`src/rtl/pdes_event_dispatch_pkg.sv`:
```
// Shared definitions for the PHOLD event-dispatch controller: controller state
// encodings and the event word layout {lp, time}, with lp in the upper bits.
package pdes_event_dispatch_pkg;

    localparam int STATE_W = 3;

    localparam logic [2:0] ST_IDLE     = 3'd0;
    localparam logic [2:0] ST_INIT     = 3'd1;
    localparam logic [2:0] ST_RUNNING  = 3'd2;
    localparam logic [2:0] ST_DRAIN    = 3'd3;
    localparam logic [2:0] ST_FINISHED = 3'd4;

    // Width of one event word: lp id bits sit directly above the timestamp bits.
    function automatic int evt_dw(input int lpw, input int tw);
        return lpw + tw;
    endfunction

endpackage

```
`src/rtl/pdes_event_dispatch_rr_arb.sv`:
```
// Round-robin arbiter: one-hot grant to the first requester at or after the
// pointer. On a consumed grant the pointer moves one past the granted index.
module pdes_rr_arb #(
    parameter int N = 4
) (
    input  logic         i_clk,
    input  logic         i_rst_n,
    input  logic [N-1:0] i_req,
    input  logic         i_adv,
    output logic [N-1:0] o_gnt,
    output logic         o_valid
);

    localparam int PW = (N > 1) ? $clog2(N) : 1;

    logic [PW-1:0] r_ptr;
    logic [PW-1:0] w_idx;
    logic [PW-1:0] w_cand;

    always_comb begin
        o_gnt   = '0;
        o_valid = 1'b0;
        w_idx   = r_ptr;
        w_cand  = r_ptr;
        for (int k = 0; k < N; k++) begin
            w_cand = PW'((int'(r_ptr) + k) % N);
            if (!o_valid && i_req[w_cand]) begin
                o_gnt[w_cand] = 1'b1;
                o_valid       = 1'b1;
                w_idx         = w_cand;
            end
        end
    end

    always_ff @(posedge i_clk) begin
        if (!i_rst_n) begin
            r_ptr <= '0;
        end else if (i_adv && o_valid) begin
            r_ptr <= (w_idx == PW'(N - 1)) ? '0 : w_idx + 1'b1;
        end
    end

endmodule

```
`src/rtl/pdes_event_dispatch.sv`:
```
// Event-dispatch controller: seeds the event queue, arbitrates new core events
// into it, dispatches the earliest event to idle cores and tracks GVT.
module pdes_event_dispatch
    import pdes_event_dispatch_pkg::*;
#(
    parameter int NUM_CORES    = 4,
    parameter int TW           = 16,
    parameter int LPW          = 3,
    parameter int SIM_END_TIME = 1000
) (
    input  logic                            i_clk,
    input  logic                            i_rst_n,
    input  logic                            i_start,
    input  logic [NUM_CORES-1:0]            i_core_new_vld,
    input  logic [NUM_CORES*(LPW+TW)-1:0]   i_core_new_data,
    output logic [NUM_CORES-1:0]            o_core_new_ack,
    input  logic [NUM_CORES-1:0]            i_core_ready,
    output logic [NUM_CORES-1:0]            o_core_evt_vld,
    output logic [LPW+TW-1:0]               o_core_evt_data,
    output logic                            o_q_enq,
    output logic                            o_q_deq,
    output logic [LPW+TW-1:0]               o_q_enq_data,
    input  logic [LPW+TW-1:0]               i_q_head,
    input  logic                            i_q_empty,
    input  logic                            i_q_full,
    output logic [TW-1:0]                   o_gvt,
    output logic                            o_busy,
    output logic                            o_done,
    output logic [STATE_W-1:0]              o_dbg_state,
    output logic [NUM_CORES-1:0]            o_dbg_act
);

    localparam int DW       = evt_dw(LPW, TW);
    localparam int NUM_INIT = 2 ** LPW;

    logic [STATE_W-1:0]   r_state;
    logic [LPW:0]         r_init_cnt;
    logic [NUM_CORES-1:0] r_act;
    logic [TW-1:0]        r_loc_time [NUM_CORES];
    logic [TW-1:0]        r_gvt;

    logic                 w_running;
    logic                 w_accepting;
    logic                 w_init_push;
    logic [NUM_CORES-1:0] w_new_req;
    logic [NUM_CORES-1:0] w_new_gnt;
    logic                 w_new_valid;
    logic [DW-1:0]        w_new_slice;
    logic [NUM_CORES-1:0] w_disp_req;
    logic [NUM_CORES-1:0] w_disp_gnt;
    logic                 w_disp_valid;
    logic [TW-1:0]        w_head_time;

    assign w_running   = (r_state == ST_RUNNING);
    assign w_accepting = (r_state == ST_RUNNING) || (r_state == ST_DRAIN);
    assign w_init_push = (r_state == ST_INIT) && !i_q_full;
    assign w_head_time = i_q_head[TW-1:0];

    // Requests are pre-qualified so a grant always means a real transfer.
    assign w_new_req  = (w_accepting && !i_q_full) ? i_core_new_vld : '0;
    assign w_disp_req = (w_running && !w_new_valid && !i_q_empty)
                        ? (i_core_ready & ~r_act) : '0;

    pdes_rr_arb #(.N(NUM_CORES)) u_new_arb (
        .i_clk   (i_clk),
        .i_rst_n (i_rst_n),
        .i_req   (w_new_req),
        .i_adv   (w_new_valid),
        .o_gnt   (w_new_gnt),
        .o_valid (w_new_valid)
    );

    pdes_rr_arb #(.N(NUM_CORES)) u_disp_arb (
        .i_clk   (i_clk),
        .i_rst_n (i_rst_n),
        .i_req   (w_disp_req),
        .i_adv   (w_disp_valid),
        .o_gnt   (w_disp_gnt),
        .o_valid (w_disp_valid)
    );

    always_comb begin
        w_new_slice = '0;
        for (int g = 0; g < NUM_CORES; g++) begin
            if (w_new_gnt[g]) begin
                w_new_slice = i_core_new_data[g*DW +: DW];
            end
        end
    end

    assign o_core_new_ack  = w_new_gnt;
    assign o_core_evt_vld  = w_disp_gnt;
    assign o_core_evt_data = i_q_head;
    assign o_q_deq         = w_disp_valid;
    assign o_q_enq         = w_init_push | w_new_valid;
    assign o_q_enq_data    = w_init_push ? {r_init_cnt[LPW-1:0], {TW{1'b0}}} : w_new_slice;

    // GVT candidate chain: queue head first, then every active core's local time.
    logic [TW-1:0]      w_min [NUM_CORES+1];
    logic [NUM_CORES:0] w_min_vld;

    assign w_min[0]     = w_head_time;
    assign w_min_vld[0] = !i_q_empty;

    for (genvar g = 0; g < NUM_CORES; g++) begin : g_min
        assign w_min_vld[g+1] = w_min_vld[g] | r_act[g];
        assign w_min[g+1]     = (r_act[g] && (!w_min_vld[g] || (r_loc_time[g] < w_min[g])))
                                ? r_loc_time[g] : w_min[g];
    end

    always_ff @(posedge i_clk) begin
        if (!i_rst_n) begin
            r_state    <= ST_IDLE;
            r_init_cnt <= '0;
        end else begin
            case (r_state)
                ST_IDLE: begin
                    if (i_start) begin
                        r_state    <= ST_INIT;
                        r_init_cnt <= '0;
                    end
                end
                ST_INIT: begin
                    if (w_init_push) begin
                        r_init_cnt <= r_init_cnt + 1'b1;
                        if (r_init_cnt == (LPW+1)'(NUM_INIT - 1)) begin
                            r_state <= ST_RUNNING;
                        end
                    end
                end
                ST_RUNNING: begin
                    if (r_gvt > TW'(SIM_END_TIME)) begin
                        r_state <= ST_DRAIN;
                    end
                end
                ST_DRAIN: begin
                    if (r_act == '0) begin
                        r_state <= ST_FINISHED;
                    end
                end
                ST_FINISHED: r_state <= ST_IDLE;
                default:     r_state <= ST_IDLE;
            endcase
        end
    end

    always_ff @(posedge i_clk) begin
        if (!i_rst_n) begin
            r_act <= '0;
            for (int g = 0; g < NUM_CORES; g++) begin
                r_loc_time[g] <= '0;
            end
        end else if ((r_state == ST_IDLE) && i_start) begin
            r_act <= '0;
        end else begin
            for (int g = 0; g < NUM_CORES; g++) begin
                if (w_new_gnt[g]) begin
                    r_act[g] <= 1'b0;
                end
                if (w_disp_gnt[g]) begin
                    r_act[g]      <= 1'b1;
                    r_loc_time[g] <= w_head_time;
                end
            end
        end
    end

    // A fresh run starts GVT from zero; an empty candidate set leaves it held.
    always_ff @(posedge i_clk) begin
        if (!i_rst_n) begin
            r_gvt <= '0;
        end else if ((r_state == ST_IDLE) && i_start) begin
            r_gvt <= '0;
        end else if (w_accepting && w_min_vld[NUM_CORES]) begin
            r_gvt <= w_min[NUM_CORES];
        end
    end

    assign o_gvt       = r_gvt;
    assign o_busy      = (r_state != ST_IDLE);
    assign o_done      = (r_state == ST_FINISHED);
    assign o_dbg_state = r_state;
    assign o_dbg_act   = r_act;

endmodule

```
`config.mk`:
```
export PLATFORM = sky130hd
export DESIGN_NAME = pdes_event_dispatch
export DESIGN_NICKNAME = d
export VERILOG_FILES = /design/src/rtl/pdes_event_dispatch_pkg.sv /design/src/rtl/pdes_event_dispatch_rr_arb.sv /design/src/rtl/pdes_event_dispatch.sv
export SDC_FILE = /design/constraint.sdc
export NUM_CORES = 1
export LEC_CHECK = 0
export ABC_AREA = 1
export BUFFER_PORTS_ARGS = -buffer_cell sky130_fd_sc_hd__buf_2
export CAP_MARGIN = 20
export CORE_MARGIN = 1.5
export CORE_UTILIZATION = 59
export DETAILED_ROUTE_END_ITERATION = 6
export HOLD_SLACK_MARGIN = 0.15
export MAX_ROUTING_LAYER = met4
export PLACE_DENSITY = 0.95
export SYNTH_ARGS = -nofsm -noshare
export SYNTH_HDL_FRONTEND = slang
export SYNTH_SLANG_ARGS = --single-unit
```
`constraint.sdc`:
```
create_clock -name i_clk -period 20.8 [get_ports i_clk]
set_input_delay 3.12 -clock i_clk [delete_from_list [all_inputs] [get_ports i_clk]]
set_output_delay 3.12 -clock i_clk [all_outputs]
set_load 0.05 [all_outputs]
```
==> results of run 1 <==
## routing by layer
layer,part of all wire,up-vias,routed length (µm),GRT usage
met5,0,-,0,-
met4,0.025,0,485,0.1017
met3,0.083,59,1596,0.03812
met2,0.46,381,8901,0.4743
met1,0.43,3317,8269,0.4010
li1,-,3576,-,-
## worst min-delay path by stage
stage,to,cells past startpoint
2_1_floorplan,r_init_cnt[1],2
3_3_place_gp,r_init_cnt[1],2
3_5_place_dp,o_gvt[2],2
4_1_cts,o_gvt[2],2
5_1_grt,o_gvt[8],2
6_report,o_gvt[2],2
## stage by stage
step | hold slack, ns | total power [µW]
detailed placement | 0.4796 | 1265
CTS | 0.4890 | 1447
finish | 0.4876 | 1467
global route | 0.5019 | 1575
global placement | 0.4714 | 1227
floorplan | 0.4558 | 1064
## power by group
group          internal [µW]  switching [µW]
clock                   95.7            74.4
combinational            276             694
sequential               277            50.0
total                    648             819
## kinds of logic after synthesis
group,count (synthesis),synth area share
and+or+nand+nor,424,0.2548
AOI/OAI and AO/OA,227,0.1742
buffers and inverters,158,0.09637
DFF,95,0.3491
adders and majority gates,71,0.1220
xor gates and xnor gates,3,0.003608
## cell type report
type                    count  area (µm²)
multi-input cells         725        4039
fillers                   922        3645
flip-flops and latches     95        2542
repair buffers            178       900.9
inverters                 106       397.9
clock buffers              12       279.0
well taps                 147       183.9
clock inverters             4       23.77
## synthesized netlist by cell type
| library cell | n | area (µm²) |
|---|---|---|
| nand2_1 | 182 | 683.2 |
| nor2_1 | 134 | 503.0 |
| o21ai_0 | 93 | 465.5 |
| inv_1 | 92 | 345.3 |
| a21oi_1 | 81 | 405.4 |
| ha_1 | 71 | 888.4 |
| edfxtp_1 | 64 | 1922 |
| nand3_1 | 46 | 230.2 |
| dfxtp_1 | 31 | 620.6 |
| clkbuf_1 | 24 | 90.09 |
| buf_4 | 22 | 165.2 |
| nand2_2 | 22 | 137.6 |
| a21oi_2 | 10 | 87.58 |
| nand3_2 | 10 | 100.1 |
| nor3_1 | 10 | 50.05 |
| o21ai_1 | 10 | 50.05 |
| inv_2 | 9 | 33.78 |
| a211oi_1 | 6 | 45.04 |
| a221oi_1 | 5 | 43.79 |
| clkinv_1 | 5 | 18.77 |
| nand4_1 | 5 | 31.28 |
| o221ai_1 | 4 | 35.03 |
| o22ai_1 | 4 | 25.02 |
| o31ai_1 | 4 | 30.03 |
| or2_2 | 4 | 25.02 |
| buf_2 | 3 | 15.01 |
| buf_6 | 3 | 33.78 |
| a22oi_1 | 2 | 15.01 |
| and3_1 | 2 | 12.51 |
| nand2_4 | 2 | 22.52 |
| nand3b_1 | 2 | 15.01 |
| nor3_2 | 2 | 20.02 |
| nor4_1 | 2 | 12.51 |
| o21a_1 | 2 | 15.01 |
| xor2_1 | 2 | 17.52 |
| a2111oi_0 | 1 | 8.760 |
| a31oi_1 | 1 | 6.260 |
| nor4_2 | 1 | 12.51 |
| o2111ai_1 | 1 | 8.760 |
| o21bai_1 | 1 | 7.510 |
| o221a_2 | 1 | 11.26 |
| o31a_1 | 1 | 8.760 |
| xnor2_1 | 1 | 8.760 |
## worst max-delay path: cells and delay by family
family | cells | cell delay, ns
and+or+nand+nor | 17 | 2.41
adders and majority gates | 4 | 1.30
AOI/OAI and AO/OA | 17 | 3.75
buffers and inverters | 2 | 0.30
## state kept, by name, indices dropped and copies added (netlist names)
register	flops
r_loc_time	64
o_gvt	16
o_dbg_act	4
r_init_cnt	4
o_dbg_state	3
u_disp_arb.r_ptr	2
u_new_arb.r_ptr	2
==> metrics.md, run 1 <==
| Metric | Value |
|---|---|
| Outcome | finished, violations left |
| Failing checks | DRC |
| Worst min path class | reg -> reg |
| CP dominant cell by count | a21oi_1 |
| Yosys cell types | 43 |
| Worst Setup Slack, final | 10.16 ns |
| Pwr dens | 175.3 nW/µm² |
| CTS Root Cell | clkbuf_16 |
| Pre-Repair DR Iteration Count | 7 |
| Syn Area/Cell | 7.447 µm² |
| Non-filler cells, final | 1267 |
| Utilization after layout | 0.6966 |
| Leading cell types in the layout, fill and taps excluded | 182 x nand2_1, 174 x buf_2, 134 x nor2_1 |
| Core area | 12010 µm² |
| Endpoints failing hold | 0 |
| GR Util All Layers | 0.2996 |
| Final net count | 1294 |
| Slowest stage cell, crit path | o21ai_0 |
| Clock Skews | 0.007666 ns |
| Vias per cell | 5.788 |
| CP Launch Type | primary input |
| Num rows | 40 |
| Post-CTS Setup Inserts | 0 |
| Area grow syn2layout | 14.88% |
| Tmin final | 10.64 ns |
| Die ar. | 13020 µm² |
| VDD IR max | 0.00008374 V |
| RSZ-0062 raised after global routing | no |
| Initial drt markers | 805 |
| Leak | 0.004162 µW |
| Worst reg-to-reg path cell count | 38 |
| Count of input and output buffers | 174 |
| Slew Viols, Final | 0 |
| Actual slew at the worst max-slew pin | 0.9306 ns |
| First-pass GRT wire length | 30280 µm |
| Hold Startpoint | o_gvt[2] |
| Antenna cell count | 0 |
| Per-cell routed wire length | 15.20 µm |
| Worst skew pair latency | 0.35 ns |
| Synth Register Bits | 95 |
| Die W | 114.1 µm |
| Finish-stage setup viols | 0 |
| Max incr delay on CP | 0.50 ns |
| Crit Path Max Fanout | 31 |
| Commonest non-fill, non-tap cell in the layout | nand2_1 |
| Clock Path Buffers | 2 |
| Fin area | 8367 µm² |
| Post-route ant nets | 0 |
| Initial Util | 0.6064 |
| Reg2reg end | o_gvt[1] |
| Register area share after synthesis | 0.3491 |
| RePlAce Congestion | 0.9424 |
| Chip height | 114.1 µm |
| DP Worst Slack | 10.45 ns |
| Ports | 181 |
| Maxcap violations | 0 |
| Sink Count | 95 |
| Post-DP HPWL | 14450 µm |
| Placed Area | 8056 µm² |
| Worst Setup SP | i_q_head[15] |
| Syn_nets | 1157 |
| Via Count | 7333 |
| Share of cells above drive strength 1 | 0.2259 |
| CTS H-tree lvls | 3 |
| GRT overflow | 0 |
| WS Path Type | in -> reg |
| Setup TNS | 0 ns |
| Reg2reg start | r_loc_time[0][15] |
| Max_slew headroom | 0.3781 |
| Crit path to | o_gvt[1] |
| Req. time, crit path | 21.06 ns |
| CTS tree | done |
| Post-Syn Area | 7283 µm² |
| # hold bufs at CTS | 0 |
| Cells after synthesis | 978 |
| Reg2reg setup slack | 12.82 ns |
| Highest clock rate | 0.09398 GHz |
| Clock Pin Slew Worst Setup and Hold Paths | 0.07 ns |
| Cell total after placement | 1250 |
| Largest net degree at the start of global routing | 33 |
| CP Data Arrival Time | 10.90 ns |
| Final WL | 19250 µm |
| Num CTS Buffers | 9 |
| Post_cts resized | 0 |
| Vias in the first global route | 6413 |
| Remaining DRCs | 2 |
| Fin crit share | 0.5116 |
| Initial antenna violation count | 0 |
| Worst Setup End Kind | flop |
| Synth warn | 0 |
No activity file was read; power rests on OpenSTA's default activity.
==> run 2, diff against run 1 <==
--- a/config.mk
+++ b/config.mk
@@ -9,11 +9,11 @@
 export BUFFER_PORTS_ARGS = -buffer_cell sky130_fd_sc_hd__buf_2
 export CAP_MARGIN = 20
 export CORE_MARGIN = 1.5
-export CORE_UTILIZATION = 59
+export CORE_UTILIZATION = 50
 export DETAILED_ROUTE_END_ITERATION = 6
 export HOLD_SLACK_MARGIN = 0.15
 export MAX_ROUTING_LAYER = met4
-export PLACE_DENSITY = 0.95
+export PLACE_DENSITY = 0.87
 export SYNTH_ARGS = -nofsm -noshare
 export SYNTH_HDL_FRONTEND = slang
 export SYNTH_SLANG_ARGS = --single-unit
==> constraint.sdc (replaced) <==
create_clock -name i_clk -period 9.2 [get_ports i_clk]
set_input_delay 1.38 -clock i_clk [delete_from_list [all_inputs] [get_ports i_clk]]
set_output_delay 1.38 -clock i_clk [all_outputs]
set_load 0.05 [all_outputs]
==> metrics.md, run 2 (same netlist as run 1, synthesis figures left out) <==
| Metric | Value |
|---|---|
| Count of input and output buffers | 174 (unchanged) |
| RSZ-0062 raised after global routing | no |
| Hold Crit Depth | 2 (unchanged) |
| Finish-stage setup viols | 0 (unchanged) |
| CP Launch Type | primary input |
| Die W | 123.7 µm (+8.4%) |
| Slowest stage cell, crit path | o21ai_0 |
| Worst reg-to-reg path cell count | 38 (unchanged) |
| CP dominant cell by count | a21oi_1 |
| Leading cell types in the layout, fill and taps excluded | 182 x nand2_1, 174 x buf_2, 134 x nor2_1 |
| Initial drt markers | 537 (-33%) |
| Fillers | 1231 (+34%) |
| Post_cts resized | 0 (unchanged) |
| Num rows | 43 (+7.5%) |
| Area grow syn2layout | 15.36% |
| Top reg by flops | r_loc_time |
| Pwr dens | 386.7 nW/µm² (+120%) |
| Max incr delay on CP | 0.44 ns (-0.06 ns) |
| Commonest non-fill, non-tap cell in the layout | nand2_1 |
| CTS H-tree lvls | 3 (unchanged) |
| Highest clock rate | 0.1184 GHz |
| Post-route ant nets | 0 (unchanged) |
| Endpoints failing hold | 0 (unchanged) |
| Post-CTS Setup Inserts | 0 (unchanged) |
| Leak | 0.004157 µW (-0.13%) |
| Placed Area | 8090 µm² (+0.42%) |
| Post-DP HPWL | 14480 µm (+0.19%) |
| Hold Startpoint | o_gvt[3] |
| Req. time, crit path | 9.46 ns (-11.60 ns) |
| Max_slew headroom | 0.3881 (+0.01002) |
| CTS tree | done |
| CP Data Arrival Time | 8.71 ns (-2.19 ns) |
| GR Util All Layers | 0.2382 (-0.06146) |
| Actual slew at the worst max-slew pin | 0.9156 ns (-0.01500 ns) |
| Outcome | finished, final reports clean |
| GRT overflow | 0 (unchanged) |
| # hold bufs at CTS | 0 (unchanged) |
| Ports | 181 (unchanged) |
| Reg2reg end | o_gvt[3] |
| Clock Pin Slew Worst Setup and Hold Paths | 0.06 ns (about the same) |
| Fin area | 8402 µm² (+0.42%) |
| Num CTS Buffers | 9 (unchanged) |
| Antenna cell count | 0 (unchanged) |
| Slew Viols, Final | 0 (unchanged) |
| Via Count | 6895 (-6.0%) |
| Chip height | 123.7 µm (+8.4%) |
| Share of cells above drive strength 1 | 0.2261 (about the same) |
| VDD IR max | 0.0001491 V (+78%) |
| Worst min path class | reg -> reg |
| Pre-Repair DR Iteration Count | 5 (-2) |
| Final WL | 18170 µm (-5.6%) |
| Setup TNS | 0 ns (unchanged) |
| Fin crit share | 0.9183 |
| Reg2reg start | r_loc_time[0][15] |
| Tmin final | 8.449 ns |
| Initial Util | 0.5187 (-0.08769) |
| CTS Root Cell | clkbuf_16 |
| Clock Path Buffers | 2 (unchanged) |
| Clock Skews | 0.007433 ns (-0.0002331 ns) |
| Core area | 14040 µm² (+17%) |
| Vias in the first global route | 6057 (-5.6%) |
| Per-cell routed wire length | 13.98 µm (-8.0%) |
| RePlAce Congestion | 0.9164 (-2.8%) |
| Initial antenna violation count | 0 (unchanged) |
| Max FFs per register | 64 (unchanged) |
| WS Path Type | in -> reg |
| Sink Count | 95 (unchanged) |
| Crit Path Max Fanout | 31 (unchanged) |
| Final net count | 1293 (-0.077%) |
| Worst skew pair latency | 0.35 ns (about the same) |
| First-pass GRT wire length | 28180 µm (-7.0%) |
| Vias per cell | 5.308 (-8.3%) |
| Largest net degree at the start of global routing | 33 (unchanged) |
| Die ar. | 15300 µm² (+18%) |
| End of the worst hold path | o_gvt[3] |
| Worst Setup End Kind | flop |
| Remaining DRCs | 0 (-2) |
| Reg2reg setup slack | 1.68 ns (-11.14 ns) |
| Maxcap violations | 0 (unchanged) |
-- run 2: changes by cell type in the layout (fill, tap and decap cells not counted) --
| cell | before | now |
|---|---|---|
| buf_4 | 4 | 3 |
| clkbuf_1 | 1 | 0 |
| clkbuf_16 | 11 | 10 |
| clkbuf_8 | 0 | 2 |
| clkinv_4 | 0 | 2 |
| inv_4 | 1 | 0 |
| inv_6 | 1 | 0 |
-- run 2: through the flow --
step,util,instances,total power [µW],setup WS [ns],hold slack (ns)
4_1_cts,0.5978,1298,3238,0.8969,0.4847
6_report,0.5983,1299,3249,0.7513,0.4857
3_5_place_dp,0.5761,1282,2854,0.6155,0.4747
3_3_place_gp,0.5761,1282,2786,0.8410,0.4702
5_1_grt,0.5983,1299,3525,0.08019,0.5188
2_1_floorplan,-,978,2406,1.800,0.4558
-- run 2: worst max path at each step --
| stage | start | end | slack (ns) | cells past startpoint |
|---|---|---|---|---|
| 6_report | i_q_head[15] | o_gvt[3] | 0.75 | 40 |
| 5_1_grt | i_q_head[15] | o_gvt[1] | 0.08 | 40 |
| 4_1_cts | i_q_head[15] | o_gvt[15] | 0.90 | 40 |
| 3_5_place_dp | i_q_head[15] | o_gvt[2] | 0.62 | 40 |
| 3_3_place_gp | i_q_head[15] | o_gvt[3] | 0.84 | 40 |
| 2_1_floorplan | i_q_head[5] | o_gvt[10] | 1.80 | 48 |
-- run 2: final cells by class --
| class | count | area, µm² | share of cell area |
|---|---|---|---|
| well taps | 180 | 225.2 | 0.02681 |
| clock inverters | 4 | 26.28 | 0.003127 |
| flip-flops and latches | 95 | 2542 | 0.3026 |
| inverters | 106 | 397.9 | 0.04736 |
| clock buffers | 12 | 277.8 | 0.03306 |
| repair buffers | 177 | 893.4 | 0.1063 |
| multi-input cells | 725 | 4039 | 0.4807 |
-- run 2: layer usage --
metal | global-route usage | part of all wire | vias up
li1 | - | - | 3557
met1 | 0.3268 | 0.46 | 3101
met2 | 0.3681 | 0.47 | 214
met3 | 0.04533 | 0.060 | 23
met4 | 0.05172 | 0.012 | 0
met5 | - | 0 | -
-- run 2: where the power goes --
part           leakage [µW]  total (µW)  switching [µW]  internal, µW
logic               0.00308        2140            1520           618
registers          0.000925         736             111           625
clock network      0.000151         372             158           214
-- run 2: critical path: cells and delay by family --
family,cells,cell delay (ns)
AOI/OAI and AO/OA,17,3.43
adders and majority gates,4,1.24
buffers and inverters,2,0.29
and+or+nand+nor,17,2.37
==> run 3, diff against run 2 <==
--- a/config.mk
+++ b/config.mk
@@ -13,7 +13,8 @@
 export DETAILED_ROUTE_END_ITERATION = 6
 export HOLD_SLACK_MARGIN = 0.15
 export MAX_ROUTING_LAYER = met4
-export PLACE_DENSITY = 0.87
+export PLACE_DENSITY = 0.86
 export SYNTH_ARGS = -nofsm -noshare
 export SYNTH_HDL_FRONTEND = slang
+export SYNTH_HIERARCHICAL = 1
 export SYNTH_SLANG_ARGS = --single-unit
==> metrics.md, run 3 <==
| Metric | Value |
|---|---|
| Outcome | finished, final reports clean |
| Pwr dens | 340.1 nW/µm² (-12%) |
| CP dominant cell by count | a21oi_1 |
| Die ar. | 15940 µm² (+4.2%) |
| Actual slew at the worst max-slew pin | 1.069 ns (+0.1534 ns) |
| Tmin final | 7.958 ns (-0.4902 ns) |
| Register area | 2542 µm² (unchanged) |
| Vias in the first global route | 6736 (+11%) |
| Finish-stage setup viols | 0 (unchanged) |
| Synth area leader | edfxtp_1 |
| Most frequent cell after synthesis | nand2_1 |
| Setup TNS | 0 ns (unchanged) |
| Worst skew pair latency | 0.34 ns (about the same) |
| Post-CTS Setup Inserts | 0 (unchanged) |
| Max FFs per register | 64 (unchanged) |
| Die W | 126.2 µm (+2.1%) |
| Post-Syn Area | 7594 µm² (+4.3%) |
| Fillers | 1324 (+7.6%) |
| End of the worst hold path | r_init_cnt[3] |
| Commonest non-fill, non-tap cell in the layout | nand2_1 |
| Yosys cell types | 48 (+12%) |
| Worst path bufs/invs | 2 (unchanged) |
| Syn_nets | 1200 (+3.7%) |
| Endpoints failing hold | 0 (unchanged) |
| Slew Viols, Final | 0 (unchanged) |
| Register area share after synthesis | 0.3348 (-0.01426) |
| Highest clock rate | 0.1257 GHz (+6.2%) |
| Final net count | 1331 (+2.9%) |
| Reg2reg start | r_loc_time[0][15] |
| Clock Path Buffers | 2 (unchanged) |
| Initial drt markers | 601 (+12%) |
| Vias per cell | 5.497 (+3.6%) |
| Ys flop type | edfxtp_1 |
| Max incr delay on CP | 0.39 ns (-0.05 ns) |
| Num CTS Buffers | 9 (unchanged) |
| Synth top cells by count | 240 x nand2_1, 102 x nor2_1, 89 x inv_1 |
| Top cell type's share of synthesized area | 0.2531 (-0.01078) |
| WS Path Type | in -> reg |
| Hold Startpoint | r_init_cnt[3] |
| Delay-heaviest family, CP | compound AO/OA/AOI/OAI gates |
| CP Launch Type | primary input |
| CTS tree | done |
| Post-route ant nets | 0 (unchanged) |
| Top reg by flops | r_loc_time |
| VDD IR max | 0.0001614 V (+8.3%) |
| Multi-input gate area | 4315 µm² (+6.8%) |
| RePlAce Congestion | 0.9289 (+1.4%) |
| Synth warn | 6 (+6) |
| Final WL | 20030 µm (+10%) |
| Leak | 0.004345 µW (+4.5%) |
| CP Data Arrival Time | 8.21 ns (-0.50 ns) |
| Pre-Repair DR Iteration Count | 5 (unchanged) |
| Leading cell types in the layout, fill and taps excluded | 240 x nand2_1, 174 x buf_2, 102 x nor2_1 |
| Count of input and output buffers | 174 (unchanged) |
| Post_cts resized | 0 (unchanged) |
| Slowest stage cell, crit path | o21ai_0 |
| CTS Root Cell | clkbuf_16 |
| Top post-synthesis cells by area | edfxtp_1 25%, nand2_1 12%, ha_1 11% |
| RSZ-0062 raised after global routing | no |
| Syn Area/Cell | 7.416 µm² (-0.42%) |
| First-pass GRT wire length | 31480 µm (+12%) |
| Core area | 14700 µm² (+4.7%) |
| Crit Path Max Fanout | 31 (unchanged) |
| Cells after synthesis | 1024 (+4.7%) |
| Initial antenna violation count | 1 (+1) |
| Area grow syn2layout | 14.10% |
| Worst Setup SP | i_q_head[15] |
| Worst min path class | reg -> reg |
| Chip height | 126.2 µm (+2.1%) |
| Synth Register Bits | 95 (unchanged) |
| Post-DP HPWL | 15520 µm (+7.2%) |
| Placed Area | 8373 µm² (+3.5%) |
| # hold bufs at CTS | 0 (unchanged) |
| Remaining DRCs | 0 (unchanged) |
| GRT overflow | 0 (unchanged) |
| Max_slew headroom | 0.2873 (-0.1008) |
| GR Util All Layers | 0.2515 (+0.01332) |
| Clock Pin Slew Worst Setup and Hold Paths | 0.06 ns (about the same) |
| CTS H-tree lvls | 3 (unchanged) |
| Maxcap violations | 0 (unchanged) |
| Worst Setup End Kind | flop |
| Post-synth EDFFs | 64 (unchanged) |
| Via Count | 7393 (+7.2%) |
| Num rows | 44 (+2.3%) |
| Ys async rst share | 0 (unchanged) |
| Utilization after layout | 0.5895 (-0.008863) |
| Ports | 181 (unchanged) |
| Worst reg-to-reg path cell count | 37 (-2.6%) |
| Reg2reg end | o_gvt[15] |
| Per-cell routed wire length | 14.89 µm (+6.5%) |
| Initial Util | 0.5166 (-0.002068) |
| Share of cells above drive strength 1 | 0.2293 (+0.003216) |
| Sink Count | 95 (unchanged) |
| Hold Crit Depth | 2 (unchanged) |
| Fin crit share | 0.8650 (-0.05329) |
| Reg2reg setup slack | 2.16 ns (+0.48 ns) |
| Fin area | 8665 µm² (+3.1%) |
| Req. time, crit path | 9.46 ns (about the same) |
| Largest net degree at the start of global routing | 38 (+15%) |
| Clock Skews | 0.007059 ns (-0.0003739 ns) |
==> run 3: cell families after synthesis <==
group,after synthesis,synth area share
AO/OA/AOI/OAI,212,0.1620
adder cells (fa/ha/maj),68,0.1120
buffers and inverters,159,0.09771
flip-flops,95,0.3348
AND/OR/NAND/NOR,490,0.2935
==> run 3: layout make-up <==
class                   instances  area share
repair buffers                176      0.1022
clock buffers                  10     0.02643
flip-flops and latches         95      0.2934
diodes                          1   0.0002888
well taps                     184     0.02657
clock inverters                 6    0.006931
multi-input cells             770      0.4981
inverters                     103     0.04607
==> run 3: worst max path at each step <==
| stage | end | slack [ns] | cells past startpoint |
|---|---|---|---|
| finish | o_gvt[15] | 1.24 | 39 |
| CTS | o_gvt[15] | 1.28 | 39 |
| detailed placement | o_gvt[15] | 1.00 | 41 |
| global placement | o_gvt[11] | 1.16 | 41 |
| global route | o_gvt[1] | 0.49 | 40 |
| floorplan | o_gvt[11] | 1.97 | 48 |
==> run 3: per-layer routing <==
metal	vias up	part of all wire	global-route usage
met2	295	0.47	0.4244
li1	3716	-	-
met1	3331	0.43	0.3001
met3	51	0.065	0.04121
met4	0	0.035	0.1021
met5	-	0	-
==> run 3: tightest hold or removal path, delay by kind of cell, from the launching register on <==
| kind | cells | cell delay [ns] |
|---|---|---|
| AO/OA/AOI/OAI | 1 | 0.06 |
| flip-flops | 1 | 0.30 |
| buffers and inverters | 1 | 0.07 |
==> run 3: metrics by stage <==
step	power, µW	hold WS (ns)	worst slack, ns	instances
after floorplan	2178	0.4448	1.974	1024
after global placement	2524	0.4626	1.162	1328
after detailed placement	2565	0.4686	1.003	1328
after CTS	2938	0.4797	1.281	1344
after global routing	3157	0.5100	0.4949	1345
final	2947	0.4799	1.242	1345
==> run 3: where the power goes <==
group,internal (µW),switching [µW],leakage [µW]
Combinational,534,1400,0.00328
Sequential,564,85.5,0.000918
Clock,210,157,0.000147
